### config.mk
export PLATFORM = sky130hd
export DESIGN_NAME = pingpong_buf_arbiter
export DESIGN_NICKNAME = d
export VERILOG_FILES = /design/src/rtl/mfcc_ctrl_pkg.sv /design/src/rtl/pingpong_bank_flags.sv /design/src/rtl/pingpong_buf_arbiter.sv
export SDC_FILE = /design/constraint.sdc
export NUM_CORES = 1
export LEC_CHECK = 0
export ABC_AREA = 1
export CAP_MARGIN = 0
export CORE_ASPECT_RATIO = 0.7
export CORE_MARGIN = 4
export CORE_UTILIZATION = 59
export CTS_CLUSTER_SIZE = 40
export DETAILED_ROUTE_END_ITERATION = 8
export PLACE_DENSITY = 0.86
export SYNTH_ARGS = -nofsm -noshare
export SYNTH_HDL_FRONTEND = slang
export SYNTH_HIERARCHICAL = 1
export SYNTH_SLANG_ARGS = --single-unit
export TNS_END_PERCENT = 50
### constraint.sdc
create_clock -name clk -period 3.8 [get_ports clk]
set_clock_uncertainty 0.15 [all_clocks]
set_input_delay 0.95 -clock clk [delete_from_list [all_inputs] [get_ports clk]]
set_output_delay 0.95 -clock clk [all_outputs]
set_load 0.01 [all_outputs]
### src/rtl/mfcc_ctrl_pkg.sv
// Shared control definitions for the MFCC pipeline stage arbiters:
// FSM state encoding and default frame-counter width.
package mfcc_ctrl_pkg;

   localparam int FRAME_W_DEF = 8;

   localparam logic [1:0] ST_IDLE  = 2'd0;
   localparam logic [1:0] ST_RUN   = 2'd1;
   localparam logic [1:0] ST_DRAIN = 2'd2;
   localparam logic [1:0] ST_DONE  = 2'd3;

   typedef enum logic [1:0] {
      S_IDLE  = ST_IDLE,
      S_RUN   = ST_RUN,
      S_DRAIN = ST_DRAIN,
      S_DONE  = ST_DONE
   } arb_state_e;

endpackage

### src/rtl/pingpong_bank_flags.sv
// Full flags for the two ping-pong banks plus the write/read bank pointers.
// A set marks the write bank full and advances wr_ptr; a clear empties the read bank and advances rd_ptr.
module pingpong_bank_flags (
   input  logic       clk,
   input  logic       rst_n,
   input  logic       clr,
   input  logic       set_full,
   input  logic       clr_full,
   output logic [1:0] bank_full,
   output logic       wr_ptr,
   output logic       rd_ptr
);

   genvar gi;
   generate
      for (gi = 0; gi < 2; gi++) begin : g_bank
         // Set and clear never target the same bank: the producer only owns an empty bank.
         always_ff @(posedge clk or negedge rst_n) begin
            if (!rst_n) begin
               bank_full[gi] <= 1'b0;
            end else if (clr) begin
               bank_full[gi] <= 1'b0;
            end else if (set_full && (wr_ptr == 1'(gi))) begin
               bank_full[gi] <= 1'b1;
            end else if (clr_full && (rd_ptr == 1'(gi))) begin
               bank_full[gi] <= 1'b0;
            end
         end
      end
   endgenerate

   always_ff @(posedge clk or negedge rst_n) begin
      if (!rst_n) begin
         wr_ptr <= 1'b0;
         rd_ptr <= 1'b0;
      end else if (clr) begin
         wr_ptr <= 1'b0;
         rd_ptr <= 1'b0;
      end else begin
         if (set_full) wr_ptr <= ~wr_ptr;
         if (clr_full) rd_ptr <= ~rd_ptr;
      end
   end

endmodule

### src/rtl/pingpong_buf_arbiter.sv
// Run-level arbiter for a two-bank buffer between a producer and a consumer stage:
// registered bank grants, frame counting, drain and protocol error tracking.
module pingpong_buf_arbiter
   import mfcc_ctrl_pkg::*;
#(
   parameter int FRAME_W = FRAME_W_DEF
) (
   input  logic               clk,
   input  logic               rst_n,
   input  logic               start,
   input  logic               abort,
   input  logic [FRAME_W-1:0] frame_total,
   input  logic               prod_req,
   input  logic               prod_done,
   input  logic               cons_req,
   input  logic               cons_done,
   output logic               prod_grant,
   output logic               prod_bank_sel,
   output logic               cons_grant,
   output logic               cons_bank_sel,
   output logic [1:0]         bank_full,
   output logic [FRAME_W-1:0] frames_consumed,
   output logic               busy,
   output logic               run_done,
   output logic               protocol_err
);

   arb_state_e         state_reg;
   logic [FRAME_W-1:0] total_reg;
   logic [FRAME_W-1:0] produced_reg;
   logic [FRAME_W-1:0] consumed_reg;
   logic               prod_grant_reg;
   logic               cons_grant_reg;
   logic               busy_reg;
   logic               run_done_reg;
   logic               protocol_err_reg;

   logic               wr_ptr;
   logic               rd_ptr;
   logic [1:0]         full_flags;

   logic               prod_acc;
   logic               cons_acc;
   logic               bad_done;
   logic               start_acc;
   logic               flags_clr;
   logic [FRAME_W-1:0] produced_inc;
   logic [FRAME_W-1:0] consumed_inc;

   always_comb begin
      prod_acc     = prod_done & prod_grant_reg;
      cons_acc     = cons_done & cons_grant_reg;
      bad_done     = (prod_done & ~prod_grant_reg) | (cons_done & ~cons_grant_reg);
      start_acc    = start & ~abort & ((state_reg == S_IDLE) | (state_reg == S_DONE));
      flags_clr    = abort | start_acc;
      produced_inc = produced_reg + FRAME_W'(1);
      consumed_inc = consumed_reg + FRAME_W'(1);
   end

   pingpong_bank_flags u_flags (
      .clk       (clk),
      .rst_n     (rst_n),
      .clr       (flags_clr),
      .set_full  (prod_acc & ~abort),
      .clr_full  (cons_acc & ~abort),
      .bank_full (full_flags),
      .wr_ptr    (wr_ptr),
      .rd_ptr    (rd_ptr)
   );

   always_ff @(posedge clk or negedge rst_n) begin
      if (!rst_n) begin
         state_reg        <= S_IDLE;
         total_reg        <= '0;
         produced_reg     <= '0;
         consumed_reg     <= '0;
         prod_grant_reg   <= 1'b0;
         cons_grant_reg   <= 1'b0;
         busy_reg         <= 1'b0;
         run_done_reg     <= 1'b0;
         protocol_err_reg <= 1'b0;
      end else if (abort) begin
         state_reg        <= S_IDLE;
         total_reg        <= '0;
         produced_reg     <= '0;
         consumed_reg     <= '0;
         prod_grant_reg   <= 1'b0;
         cons_grant_reg   <= 1'b0;
         busy_reg         <= 1'b0;
         run_done_reg     <= 1'b0;
         protocol_err_reg <= 1'b0;
      end else begin
         if (bad_done) protocol_err_reg <= 1'b1;

         if ((state_reg == S_IDLE) || (state_reg == S_DONE)) begin
            run_done_reg <= 1'b0;
            if (state_reg == S_DONE) state_reg <= S_IDLE;
            // A fresh run clears any error left by the previous one.
            if (start_acc) begin
               total_reg        <= frame_total;
               produced_reg     <= '0;
               consumed_reg     <= '0;
               protocol_err_reg <= 1'b0;
               if (frame_total == '0) begin
                  state_reg    <= S_DONE;
                  run_done_reg <= 1'b1;
               end else begin
                  state_reg <= S_RUN;
                  busy_reg  <= 1'b1;
               end
            end
         end

         if (state_reg == S_RUN) begin
            if (prod_acc) begin
               prod_grant_reg <= 1'b0;
               produced_reg   <= produced_inc;
               if (produced_inc == total_reg) state_reg <= S_DRAIN;
            end else if (prod_req && !prod_grant_reg && !full_flags[wr_ptr]) begin
               prod_grant_reg <= 1'b1;
            end
         end

         if ((state_reg == S_RUN) || (state_reg == S_DRAIN)) begin
            if (cons_acc) begin
               cons_grant_reg <= 1'b0;
               consumed_reg   <= consumed_inc;
               if ((state_reg == S_DRAIN) && (consumed_inc == total_reg)) begin
                  state_reg    <= S_DONE;
                  busy_reg     <= 1'b0;
                  run_done_reg <= 1'b1;
               end
            end else if (cons_req && !cons_grant_reg && full_flags[rd_ptr]) begin
               cons_grant_reg <= 1'b1;
            end
         end
      end
   end

   assign prod_grant      = prod_grant_reg;
   assign prod_bank_sel   = wr_ptr;
   assign cons_grant      = cons_grant_reg;
   assign cons_bank_sel   = rd_ptr;
   assign bank_full       = full_flags;
   assign frames_consumed = consumed_reg;
   assign busy            = busy_reg;
   assign run_done        = run_done_reg;
   assign protocol_err    = protocol_err_reg;

   // Structural invariants: no overwrite, no under-read, counters ordered and bounded.
   a_no_overwrite : assert property (@(posedge clk) disable iff (!rst_n)
      prod_grant_reg |-> !full_flags[wr_ptr]);
   a_no_underread : assert property (@(posedge clk) disable iff (!rst_n)
      cons_grant_reg |-> full_flags[rd_ptr]);
   a_split_banks : assert property (@(posedge clk) disable iff (!rst_n)
      (prod_acc && cons_acc) |-> (wr_ptr != rd_ptr));
   a_count_order : assert property (@(posedge clk) disable iff (!rst_n)
      (consumed_reg <= produced_reg) && (produced_reg <= total_reg));

endmodule

==> run_results.csv <==
group,metric,value,unit
timing,final-setup-viol-count,0,
placement,dpl-instance-area,2650,µm²
clock_network,ctsResizeCount,0,
die,die_x,82.6,µm
clock_network,clock-sinks,35,
timing,setup_slack,1.16,ns
hold_path,hold_path.class,"reg2reg",
global_route,use_met1,36.6,%
yosys,synth_edf_count,0,
timing,finalCritPeriodShare,69.5,%
worst_setup_path,worst-path-stages,9,
timing,rsz0062_at_grt,"no",
clock_network,postCtsSetupBuffers,0,
worst_setup_path,critPathKind,"in2reg",
global_route,grt_max_degree,36,
yosys,ys_ff_latch,35,
yosys,synth_most_common_cell,"nand2_1",
yosys,synthCells,334,
yosys,synth.area.top_cells,"dfrtp_1 (38%), nand2_1 (16%), inv_1 (8.7%), nand3_1 (7.4%), a21oi_1 (5.4%)",
timing,fmax,379,MHz
drt,ant_nets,0,
global_route,grt_pass1_wl,9800,µm
timing,drv_slew,0,
drt,drc,0,
global_route,grt_util_met2,41.2,%
drt,via_per_inst,5.67,
die,die_h,60.2,µm
final_layout,syn2layout_area_growth,19.1,%
drt,via_count,2370,
yosys,syn_area,2300,µm²
global_route,gr-total-overflow,0,
placement,gp_congestion,0.865,
die,start_util,63.3,%
placement,pre_cts_ws,0.901,ns
worst_setup_path,cp.buffers_inverters,5,
clock_network,cts_buffers,5,
yosys,ys_seq_area_share,38.1,%
final_layout,diodes,0,
yosys,async_flop_share,100,%
global_route,met3_usage,4.22,%
die,coreArea,3630,µm²
clock_network,cts_hold_buf,0,
final_layout,layout-drive-gt1-share,7.88,%
worst_setup_path,path_cells,"clkdlybuf4s50_1 > buf_4 > inv_1 > nand3_1 > buf_4 > nand2_1 > inv_1 > nand2_1 > a21oi_1",
worst_setup_path,setup.worst_path.end_class,"flop",
yosys,synth_top_area_cell,"dfrtp_1",
worst_setup_path,arrival,2.71,ns
power_and_ir_drop,p_per_area,367,nW/µm²
worst_setup_path,worstSetupStartpointType,"input pin",
drt,firstDrtPassIters,5,
drt,wire_per_inst,14.0,µm
global_route,grt_antenna_before_repair,0,
power_and_ir_drop,vdd_drop_max,0.276,mV
drt,routed_wl,5850,µm
worst_setup_path,cp_slowest_stage_delay,0.46,ns
worst_setup_path,reg2reg_depth,8,
worst_setup_path,critical-path-slowest-cell,"clkdlybuf4s50_1",
final_layout,n_fill_cell,294,
global_route,track_usage,26.1,%
timing,finalSetupTns,0,ns
yosys,avgSynthCellArea,6.87,µm²
die,die-area,4970,µm²
clock_network,path_clk_slew,0.07,ns
drt,drt_iter0_markers,274,
placement,io_buffers,32,
yosys,synth_ff_type,"dfrtp_1",
worst_setup_path,required,3.87,ns
die,rows,18,
placement,dp_hpwl,4420,µm
flow_run,cap_violations,0,
timing,hold_viol_final,0,
worst_setup_path,path_delay_family,"buffers and inverters",
timing,layout_min_cycle_time,2.64,ns
outcome,status,"finished clean",
final_layout,design_area,2730,µm²
yosys,yosysWarnings,6,
clock_network,cts_tree,"done",
worst_setup_path,crit_fanout,23,
yosys,synth_fp_nets,354,
timing,maxSlewHeadroom,46.6,%
timing,worst_pin_slew,0.801,ns
clock_network,cts_buffer_depth,2,
die,io_pins,33,
clock_network,clock_latency,0.29,ns
hold_path,worstHoldPathCells,2,
global_route,busiest_layer,"met2",
clock_network,cts_root_buf,"clkbuf_8",
yosys,synth_top_area_share,38.1,%
final_layout,final_nets,387,
yosys,synth_commonest_cells,"nand2_1 (96), inv_1 (53), dfrtp_1 (35), nand3_1 (34), nor2_1 (26)",
yosys,ys_types,33,
global_route,grt_pass1_vias,2196,
power_and_ir_drop,cellLeakagePower,1.22,nW
clock_network,htreeDepth,2,
worst register-to-register path: cells and delay by family, from the launching register on:
family / cells / cell delay [ns]
DFF: 1 / 0.37
buffers and inverters: 3 / 0.54
and+or+nand+nor: 3 / 0.37
AOI/OAI and AO/OA: 1 / 0.14
adders and majority gates: 1 / 0.40
cell type report:
type	count	area (µm²)	share of cell area [%]
clock buffers	7	76.3	2.79
clock inverters	1	5.00	0.183
inverters	56	210	7.69
multi-input cells	234	1170	42.7
flip-flops and latches	35	876	32.0
well taps	50	62.6	2.29
repair buffers	35	338	12.4
cell usage in the layout, fill, tap and decap left out, drive strengths merged:
cell type and count:
a211oi 2, nand4 4, nor3 1, a31oi 2
a221o 1, or2 1, o21ai 8, dfrtp 35
inv 55, o22ai 8, o2111ai 1, o21bai 3
nand3 37, a21oi 27, o32ai 3, clkinv 2
xnor2 1, clkbuf 7, clkdlybuf4s50 31, nand2 100
nor2 31, ha 4, buf 4
routing by layer:
metal | part of all wire (%) | up-vias
met1 | 45 | 1087
met2 | 44 | 140
met5 | 0 | -
met4 | 1.1 | 0
li1 | - | 1136
met3 | 10 | 7
through the flow:
| stage | std cells | utilization (%) | total power, mW | hold WS, ns |
|---|---|---|---|---|
| 2_1_floorplan | 334 | - | 0.630 | 0.377 |
| 3_3_place_gp | 410 | 73.2 | 0.724 | 0.394 |
| 3_5_place_dp | 410 | 73.2 | 0.736 | 0.392 |
| 4_1_cts | 418 | 75.4 | 0.996 | 0.403 |
| 5_1_grt | 418 | 75.4 | 1.06 | 0.441 |
| 6_report | 418 | 75.4 | 1.00 | 0.402 |
power by group:
| part | leakage (nW) | internal (mW) | switching (mW) |
|---|---|---|---|
| logic | 0.702 | 0.113 | 0.182 |
| clock network | 0.0422 | 0.129 | 0.139 |
| registers | 0.480 | 0.409 | 0.0316 |
| total | 1.22 | 0.651 | 0.353 |
path summary, 6_finish.rpt:
path                                  from               to  slack (ns)
max in group asynchronous            rst_n     total_reg[2]        2.40
setup / recovery                     abort  produced_reg[5]        1.16
hold / removal             produced_reg[7]  produced_reg[7]        0.40
hold reg to reg            produced_reg[7]  produced_reg[7]        0.40
setup reg to reg              state_reg[0]  produced_reg[5]        1.76
min in group asynchronous            rst_n  produced_reg[6]        0.59
kinds of logic (layout without fill, tap and decap cells):
kind of cell | Yosys count | in the layout | share of synthesized area (%)
XOR/XNOR | 1 | 1 | 0.382
AO/OA/AOI/OAI | 55 | 55 | 14.6
flip-flops | 35 | 35 | 38.1
buffers and inverters | 65 | 99 | 11.1
adder cells (fa/ha/maj) | 4 | 4 | 2.18
AND/OR/NAND/NOR | 174 | 174 | 33.6
Note: power is estimated with default switching activity, not from simulation.
